===== config.mk =====
export PLATFORM = sky130hd
export DESIGN_NAME = xeng_tap_gapped
export DESIGN_NICKNAME = d
export VERILOG_FILES = /design/src/rtl/xeng_tap_gapped.sv
export SDC_FILE = /design/constraint.sdc
export NUM_CORES = 2
export LEC_CHECK = 0
export ABC_CLOCK_PERIOD_IN_PS = 11400
export CAP_MARGIN = 20
export CELL_PAD_IN_SITES_DETAIL_PLACEMENT = 1
export CELL_PAD_IN_SITES_GLOBAL_PLACEMENT = 2
export CORE_MARGIN = 10
export CORE_UTILIZATION = 40
export CTS_CLUSTER_DIAMETER = 120
export DETAILED_ROUTE_END_ITERATION = 10
export PLACE_DENSITY = 0.84
export SYNTH_ARGS = -nofsm -noshare
export SYNTH_HDL_FRONTEND = slang
export SYNTH_SLANG_ARGS = --single-unit

===== constraint.sdc =====
create_clock -name clk -period 11.4 [get_ports clk]
set_input_delay 1.71 -clock clk [delete_from_list [all_inputs] [get_ports clk]]
set_output_delay 1.71 -clock clk [all_outputs]
set_load 0.02 [all_outputs]

===== src/rtl/xeng_tap_gapped.sv =====
// X-engine baseline tap: gapped input, run-time tap separation, sync
// realignment and accumulation-chain collision detection.
module xeng_tap_gapped #(
   parameter int BITWIDTH            = 4,
   parameter int N_POLS              = 2,
   parameter int P_FACTOR_BITS       = 0,
   parameter int SERIAL_ACC_LEN_BITS = 7,
   parameter int N_ANTS              = 8,
   parameter int SEP_BITS            = 3,
   localparam int P         = 1 << P_FACTOR_BITS,
   localparam int N_STOKES  = N_POLS * N_POLS,
   localparam int IW        = 2 * BITWIDTH * N_POLS * P,
   localparam int AW        = 2 * BITWIDTH + 1 + P_FACTOR_BITS
                              + SERIAL_ACC_LEN_BITS,
   localparam int ACC_WIDTH = N_STOKES * 2 * AW
) (
   input  logic                 clk,
   input  logic                 rst_n,
   input  logic                 in_valid,
   input  logic                 sync_in,
   input  logic [SEP_BITS-1:0]  tap_sep,
   input  logic [IW-1:0]        a_del,
   input  logic [IW-1:0]        a_ndel,
   input  logic [IW-1:0]        a_end,
   input  logic [ACC_WIDTH-1:0] acc_in,
   input  logic                 valid_in,
   output logic                 valid_fwd,
   output logic                 sync_out,
   output logic [IW-1:0]        a_ndel_out,
   output logic [IW-1:0]        a_end_out,
   output logic [IW-1:0]        a_del_out,
   output logic [ACC_WIDTH-1:0] acc_out,
   output logic                 valid_out,
   output logic                 collision
);

   localparam int L     = 1 << SERIAL_ACC_LEN_BITS;
   localparam int FRAME = N_ANTS * L;
   localparam int CW    = $clog2(FRAME) + 1;
   localparam int KW    = (SERIAL_ACC_LEN_BITS > 0) ? SERIAL_ACC_LEN_BITS : 1;
   localparam int PW    = 2 * BITWIDTH + 1;

   logic [IW-1:0]        dl [L];
   logic [CW-1:0]        sample_ctr;
   logic [CW-1:0]        sc_eff;
   logic [SEP_BITS-1:0]  sep_lat;
   logic [SEP_BITS-1:0]  sep_eff;
   logic                 sync_now;
   logic                 use_end;

   logic [IW-1:0]        a1_q;
   logic [IW-1:0]        b1_q;
   logic                 v1_q;
   logic                 v2_q;
   logic                 v3_q;

   logic signed [PW-1:0] pre_d [N_STOKES][P];
   logic signed [PW-1:0] pim_d [N_STOKES][P];
   logic signed [PW-1:0] pre_q [N_STOKES][P];
   logic signed [PW-1:0] pim_q [N_STOKES][P];
   logic signed [AW-1:0] sre_d [N_STOKES];
   logic signed [AW-1:0] sim_d [N_STOKES];
   logic signed [AW-1:0] sre_q [N_STOKES];
   logic signed [AW-1:0] sim_q [N_STOKES];
   logic signed [AW-1:0] are_q [N_STOKES];
   logic signed [AW-1:0] aim_q [N_STOKES];
   logic signed [AW-1:0] nre   [N_STOKES];
   logic signed [AW-1:0] nim   [N_STOKES];

   logic [KW-1:0]        acc_ctr;
   logic [ACC_WIDTH-1:0] dump_d;
   logic [ACC_WIDTH-1:0] dump_q;
   logic                 dump_v_q;

   // one signed re (im=0) or im (im=1) part of a lane, widened to PW
   function automatic logic signed [PW-1:0] part(
      input logic [IW-1:0] w,
      input int            pol,
      input int            lane,
      input logic          im
   );
      int base;
      base = (N_POLS - 1 - pol) * P * 2 * BITWIDTH
             + lane * 2 * BITWIDTH + (im ? 0 : BITWIDTH);
      return PW'($signed(w[base +: BITWIDTH]));
   endfunction

   // a sync sample becomes sample 0 of a new frame and re-latches tap_sep
   always_comb begin
      sync_now = in_valid & sync_in;
      sc_eff   = sync_now ? '0 : sample_ctr;
      sep_eff  = (in_valid && sc_eff == '0) ? tap_sep : sep_lat;
      use_end  = 32'(sc_eff) < (32'(sep_eff) << SERIAL_ACC_LEN_BITS);
   end

   // frame position and latched separation advance only on valid samples
   always_ff @(posedge clk or negedge rst_n) begin
      if (!rst_n) begin
         sample_ctr <= '0;
         sep_lat    <= '0;
      end else if (in_valid) begin
         sample_ctr <= (sc_eff == CW'(FRAME - 1)) ? '0 : sc_eff + CW'(1);
         if (sc_eff == '0)
            sep_lat <= tap_sep;
      end
   end

   // L-deep delay line that ages only on valid samples
   always_ff @(posedge clk or negedge rst_n) begin
      if (!rst_n) begin
         for (int k = 0; k < L; k++)
            dl[k] <= '0;
      end else if (in_valid) begin
         dl[0] <= a_del;
         for (int k = 1; k < L; k++)
            dl[k] <= dl[k-1];
      end
   end

   // one-cycle passthroughs to the next tap
   always_ff @(posedge clk or negedge rst_n) begin
      if (!rst_n) begin
         valid_fwd  <= 1'b0;
         sync_out   <= 1'b0;
         a_ndel_out <= '0;
         a_end_out  <= '0;
         a_del_out  <= '0;
      end else begin
         valid_fwd  <= in_valid;
         sync_out   <= sync_in;
         a_ndel_out <= a_ndel;
         a_end_out  <= a_end;
         a_del_out  <= dl[L-1];
      end
   end

   // stage 1: operand select
   always_ff @(posedge clk or negedge rst_n) begin
      if (!rst_n) begin
         a1_q <= '0;
         b1_q <= '0;
         v1_q <= 1'b0;
      end else begin
         a1_q <= dl[L-1];
         b1_q <= use_end ? a_end : a_ndel;
         v1_q <= in_valid;
      end
   end

   // a*conj(b) per lane and pol pair
   always_comb begin
      for (int i = 0; i < N_POLS; i++) begin
         for (int j = 0; j < N_POLS; j++) begin
            for (int p = 0; p < P; p++) begin
               pre_d[i*N_POLS+j][p] =
                  part(a1_q, i, p, 1'b0) * part(b1_q, j, p, 1'b0) +
                  part(a1_q, i, p, 1'b1) * part(b1_q, j, p, 1'b1);
               pim_d[i*N_POLS+j][p] =
                  part(a1_q, i, p, 1'b1) * part(b1_q, j, p, 1'b0) -
                  part(a1_q, i, p, 1'b0) * part(b1_q, j, p, 1'b1);
            end
         end
      end
   end

   // stage 2: products; a sync kills whatever is in flight
   always_ff @(posedge clk or negedge rst_n) begin
      if (!rst_n) begin
         pre_q <= '{default: '0};
         pim_q <= '{default: '0};
         v2_q  <= 1'b0;
      end else begin
         pre_q <= pre_d;
         pim_q <= pim_d;
         v2_q  <= v1_q & ~sync_now;
      end
   end

   // sum lanes at accumulator width
   always_comb begin
      for (int k = 0; k < N_STOKES; k++) begin
         sre_d[k] = '0;
         sim_d[k] = '0;
         for (int p = 0; p < P; p++) begin
            sre_d[k] = sre_d[k] + AW'(pre_q[k][p]);
            sim_d[k] = sim_d[k] + AW'(pim_q[k][p]);
         end
      end
   end

   // stage 3: lane sums
   always_ff @(posedge clk or negedge rst_n) begin
      if (!rst_n) begin
         sre_q <= '{default: '0};
         sim_q <= '{default: '0};
         v3_q  <= 1'b0;
      end else begin
         sre_q <= sre_d;
         sim_q <= sim_d;
         v3_q  <= v2_q & ~sync_now;
      end
   end

   // next accumulator value, packed xx first with re above im
   always_comb begin
      dump_d = '0;
      for (int k = 0; k < N_STOKES; k++) begin
         nre[k] = are_q[k] + sre_q[k];
         nim[k] = aim_q[k] + sim_q[k];
         dump_d[(N_STOKES-1-k)*2*AW + AW +: AW] = nre[k];
         dump_d[(N_STOKES-1-k)*2*AW +: AW]      = nim[k];
      end
   end

   // accumulate L products, then hand the sum to the dump register
   always_ff @(posedge clk or negedge rst_n) begin
      if (!rst_n) begin
         are_q    <= '{default: '0};
         aim_q    <= '{default: '0};
         acc_ctr  <= '0;
         dump_q   <= '0;
         dump_v_q <= 1'b0;
      end else if (sync_now) begin
         are_q    <= '{default: '0};
         aim_q    <= '{default: '0};
         acc_ctr  <= '0;
         dump_v_q <= 1'b0;
      end else if (v3_q) begin
         if (acc_ctr == KW'(L - 1)) begin
            dump_q   <= dump_d;
            dump_v_q <= 1'b1;
            are_q    <= '{default: '0};
            aim_q    <= '{default: '0};
            acc_ctr  <= '0;
         end else begin
            are_q    <= nre;
            aim_q    <= nim;
            acc_ctr  <= acc_ctr + KW'(1);
            dump_v_q <= 1'b0;
         end
      end else begin
         dump_v_q <= 1'b0;
      end
   end

   // chain: local dump wins over acc_in, a clash is remembered
   always_ff @(posedge clk or negedge rst_n) begin
      if (!rst_n) begin
         acc_out   <= '0;
         valid_out <= 1'b0;
         collision <= 1'b0;
      end else begin
         acc_out   <= dump_v_q ? dump_q : acc_in;
         valid_out <= dump_v_q | valid_in;
         if (dump_v_q & valid_in)
            collision <= 1'b1;
      end
   end

endmodule

# Yosys cells after proc, flatten, opt, wreduce, memory -nomap -nowiden
# Cells that the tools add are included.
# totals
register_bits,2668
latchBits,0
mem_bits_rw,0
rom_bits,0
out_inout_bits,180
wordCells,233
n_memories,0
# classes
add_sub_neg,18
multipliers,16
n_div,0
n_lt_le_gt_ge,1
eq_ne,2
shift,0
mux,17
bitwise_logic,6
reduce_logical,5
# op_table
op,count
$mux W64,6
$add A16 B9 Y16,8
$mul A4 B4 Y8,16
$mux W128,1
$add A8 B8 Y9,4
$sub A8 B8 Y9,4
$mux W11,2
$mux W7,3
$mux W16,1
$add A11 B1 Y11 const B,1
$eq A11 B10 Y1 const B,1
$logic_not A11 Y1,1
$lt A11 B10 Y1,1
$add A7 B1 Y7 const B,1
$eq A7 B7 Y1 const B,1
$and A1 B1 Y1,4
$mux W1,3
$mux W3,1
$reduce_and A3 Y1,1
$reduce_and A2 Y1,1
$reduce_bool A2 Y1,1
$logic_and A1 B1 Y1,1
$not A1 Y1,1
$or A1 B1 Y1,1

# Longest topological paths before layout
# depth
depth_word,7
mapped_depth,18
ltp_nobuf,17

# Worst setup path after synthesis
# Ideal clock, no wire load.
# synth_timing
kind,register to register
start,reg a1_q[11]
end,reg pim_q[26] (netlist name)
setup_ns,0.125
t_arrival_ns,4.353
slack_ns,6.922
path_stages_with_launch,18
path_buffers,1
synth_period_minus_slack_ns,4.478
path_cell_list,dfrtp_1 -> clkbuf_1 -> nand2_1 -> fa_1 -> fa_1 -> ha_1 -> inv_1 -> fa_1 -> inv_1 -> fa_1 -> inv_1 -> ha_1 -> a31o_2 -> a21oi_1 -> nor2_1 -> nor2_1 -> o21ai_0 -> xnor2_1
# synth_rtl
item,line_no,text
start: declaration,51,logic [IW-1:0] a1_q;
start signal: assignment,144,a1_q <= dl[L-1];
end signal: assignment,174,pim_q <= pim_d;
end: declaration,60,logic signed [PW-1:0] pim_q [N_STOKES][P];

# Worst setup path after layout
# layout_timing
start,in in_valid
end,reg dl[218] (netlist name)
# layout_rtl
item,line_no,text
start: declaration,19,"input logic in_valid,"
end signal: indexed assignment,116,dl[k] <= dl[k-1];
end: declaration,43,logic [IW-1:0] dl [L];
# No word-level cell between the ends.

==> impl_metrics.toml <==
[logic_synthesis]
synth_top_cell_by_area = "dfrtp_1"
synthesis.nets = 8619
synthTopCellsByCount = "2668 x dfrtp_1, 2213 x mux2_2, 414 x nand2_1, 396 x inv_1, 311 x ha_1"
synth_edf_count = 0
yosysTopAreaCellShare_pct = 58.9
ys_seq_elements = 2668
async_flop_share_pct = 100
syn_avg_cell_area_um2 = 14.4
yosysMostFrequentCell = "dfrtp_1"
synth_cells = 7880
synth_flop_cell = "dfrtp_1"
synth_cell_types = 61
synth_area_um2 = 113000
ys_seq_area_share_pct = 58.9
ys_top_cells_by_area = "dfrtp_1 59%, mux2_2 22%, fa_1 4.3%, ha_1 3.4%, nand2_1 1.4%"
yosys_warnings = 0

[critical_path]
crit_path_end_kind = "flip-flop"
crit_fanout = 202
critical_path_class = "primary input to flip-flop"
r2r-start = "b1_q[15]"
cp-startpoint = "in_valid"
cp.required_ns = 12.12
worstPathArrival_ns = 6.40
start_kind = "primary input"

[sta]
fmax_ghz = 0.176
rsz0062_at_grt = "false"
worstMarginPinSlew_ns = 1.12
setup-tns-final_ns = 0
finalWorstSetupSlack_ns = 5.72
hold-worst-slack_ns = 0.331
setup-violations-final = 0
slew_headroom_pct = 25.5
clock_skew_ns = 0.0523
period_needed_ns = 5.69
drv_slew = 0
finalCritPeriodShare_pct = 49.9
finalHoldViolations = 0

[placement]
dpl_cell_area_um2 = 121000
dp_hpwl_um = 138000
place_ws_ns = 5.09
place_congestion = 0.783
dp_cells = 11707
io_buffers = 363

[min_path]
hold_path.startpoint = "pim_q[7]"
hp-class = "flip-flop to flip-flop"

[routing]
drt-initial-drc-count = 2872
vias = 60726
wl_per_cell_um = 17.9
ant_nets = 0
firstDrtPassIters = 5
vias_per_cell = 4.97
postRouteWirelength_um = 219000
drc = 0

[cts]
cts_resized = 0
cts.clk_slew.worst_paths_ns = 0.06
postCtsSetupRepairBufs = 0
cts_hold_buf = 0
cts_root_buffer = "clkbuf_16"
clockBufferDepth = 4
insertion_delay_ns = 0.88
cts_tree = "done"
clock-sinks = 2668
cts_buffers = 287
cts_max_level = 5

[global_routing]
grt_antenna_before_repair = 5
grt_pass1_wl_um = 369000
grt_max_degree = 203
overflow = 0
grt_pass1_vias = 68715
track_usage_pct = 14.2

[floorplan]
die_h_um = 552
coreArea_um2 = 282000
rows = 195
die_x_um = 552
die-area_um2 = 305000
io_pins = 364
initial_core_util_pct = 40.2

[layout]
final_core_util_pct = 46.4
syn2layout_area_growth_pct = 15.5
nets = 8994
final_area_um2 = 131000
drive_above_1_share_pct = 32.7
stdcell_count = 12224

[power_and_ir_drop]
pwr_density_cell_nw_per_um2 = 215
leakagePower_nw = 64.7
power.total_mw = 28.2
vdd_drop_max_mv = 0.117

[job]
max-cap-violations = 0

[outcome]
status = "finished clean"
[state kept, by name, indices dropped and copies added (netlist names), 36 cells and up]
name and flops:
sim_q 36, pim_q 36, sre_q 36, aim_q 64, dump_q 128, are_q 64, dl 2048, pre_q 36
acc_out 128
[kinds of logic (layout without fill, tap and decap cells)]
logic type               after synthesis  after routing  synth area share (%)
AO/OA/AOI/OAI                        612            612                  3.56
XOR/XNOR                             203            203                  1.57
adder cells (fa/ha/maj)              555            555                  7.74
buffers and inverters                741           1341                  2.49
flip-flops                          2668           2668                  58.9
multiplexers                        2237           2237                  22.2
other                                  0              1                     0
AND/OR/NAND/NOR                      864            864                  3.54
[path summary, 6_finish.rpt]
path	to	slack, ns	depth (start not counted)
hold / removal	sim_q[7]	0.33	0
max in group asynchronous	dl[1681]	8.16	3
setup / recovery	dl[218]	5.72	6
hold reg to reg	sim_q[7]	0.33	0
setup reg to reg	pim_q[35]	6.30	17
min in group asynchronous	sim_q[5]	0.76	1
[placed cells by master, fill, tap and decap left out, types with 31 or more instances in the layout]
| master | n |
|---|---|
| a21o_1 | 59 |
| a21oi_1 | 142 |
| a22o_1 | 92 |
| and2_1 | 126 |
| buf_4 | 48 |
| clkbuf_1 | 59 |
| clkbuf_16 | 290 |
| clkbuf_8 | 57 |
| clkdlybuf4s50_1 | 361 |
| clkinv_2 | 42 |
| dfrtp_1 | 2667 |
| fa_1 | 244 |
| ha_1 | 311 |
| inv_1 | 395 |
| mux2_2 | 2213 |
| nand2_1 | 414 |
| nand2b_1 | 50 |
| nand3_1 | 31 |
| nor2_1 | 126 |
| o21ai_0 | 142 |
| o21bai_1 | 32 |
| xnor2_1 | 157 |
| xor2_1 | 46 |
[report_power, final]
part / switching [mW] / internal, mW / total (mW)
clock: 3.88 / 5.66 / 9.54
combinational: 3.97 / 3.30 / 7.26
sequential: 0.708 / 10.7 / 11.4
total: 8.55 / 19.7 / 28.2
[final cells by class]
type                            count  area (um^2)
Tap cell                         3743         4680
Fill cell                       27751       151000
Multi-Input combinational cell   4471        43900
Sequential cell                  2668        66800
Clock inverter                    108         1510
Inverter                          397         1490
Clock buffer                      406         8260
Antenna cell                        1         2.50
Timing Repair Buffer              430         4420
[per-layer routing]
| layer | part of all wire, % | GRT usage, % | wire length (um) | vias to the layer above |
|---|---|---|---|---|
| met5 | 0.011 | 0 | 25 | - |
| met4 | 3.3 | 4.71 | 7130 | 4 |
| met3 | 3.4 | 2.14 | 7560 | 399 |
| met2 | 50 | 24.5 | 109000 | 851 |
| met1 | 44 | 18.3 | 95800 | 31628 |
| li1 | - | - | - | 27844 |
[critical path: stages]
cell and delay, ns:
buf_16 0.38, buf_4 0.91, buf_4 0.66, buf_4 0.81
buf_12 0.68, mux2_2 0.43
(Power assumes the default switching activity.)
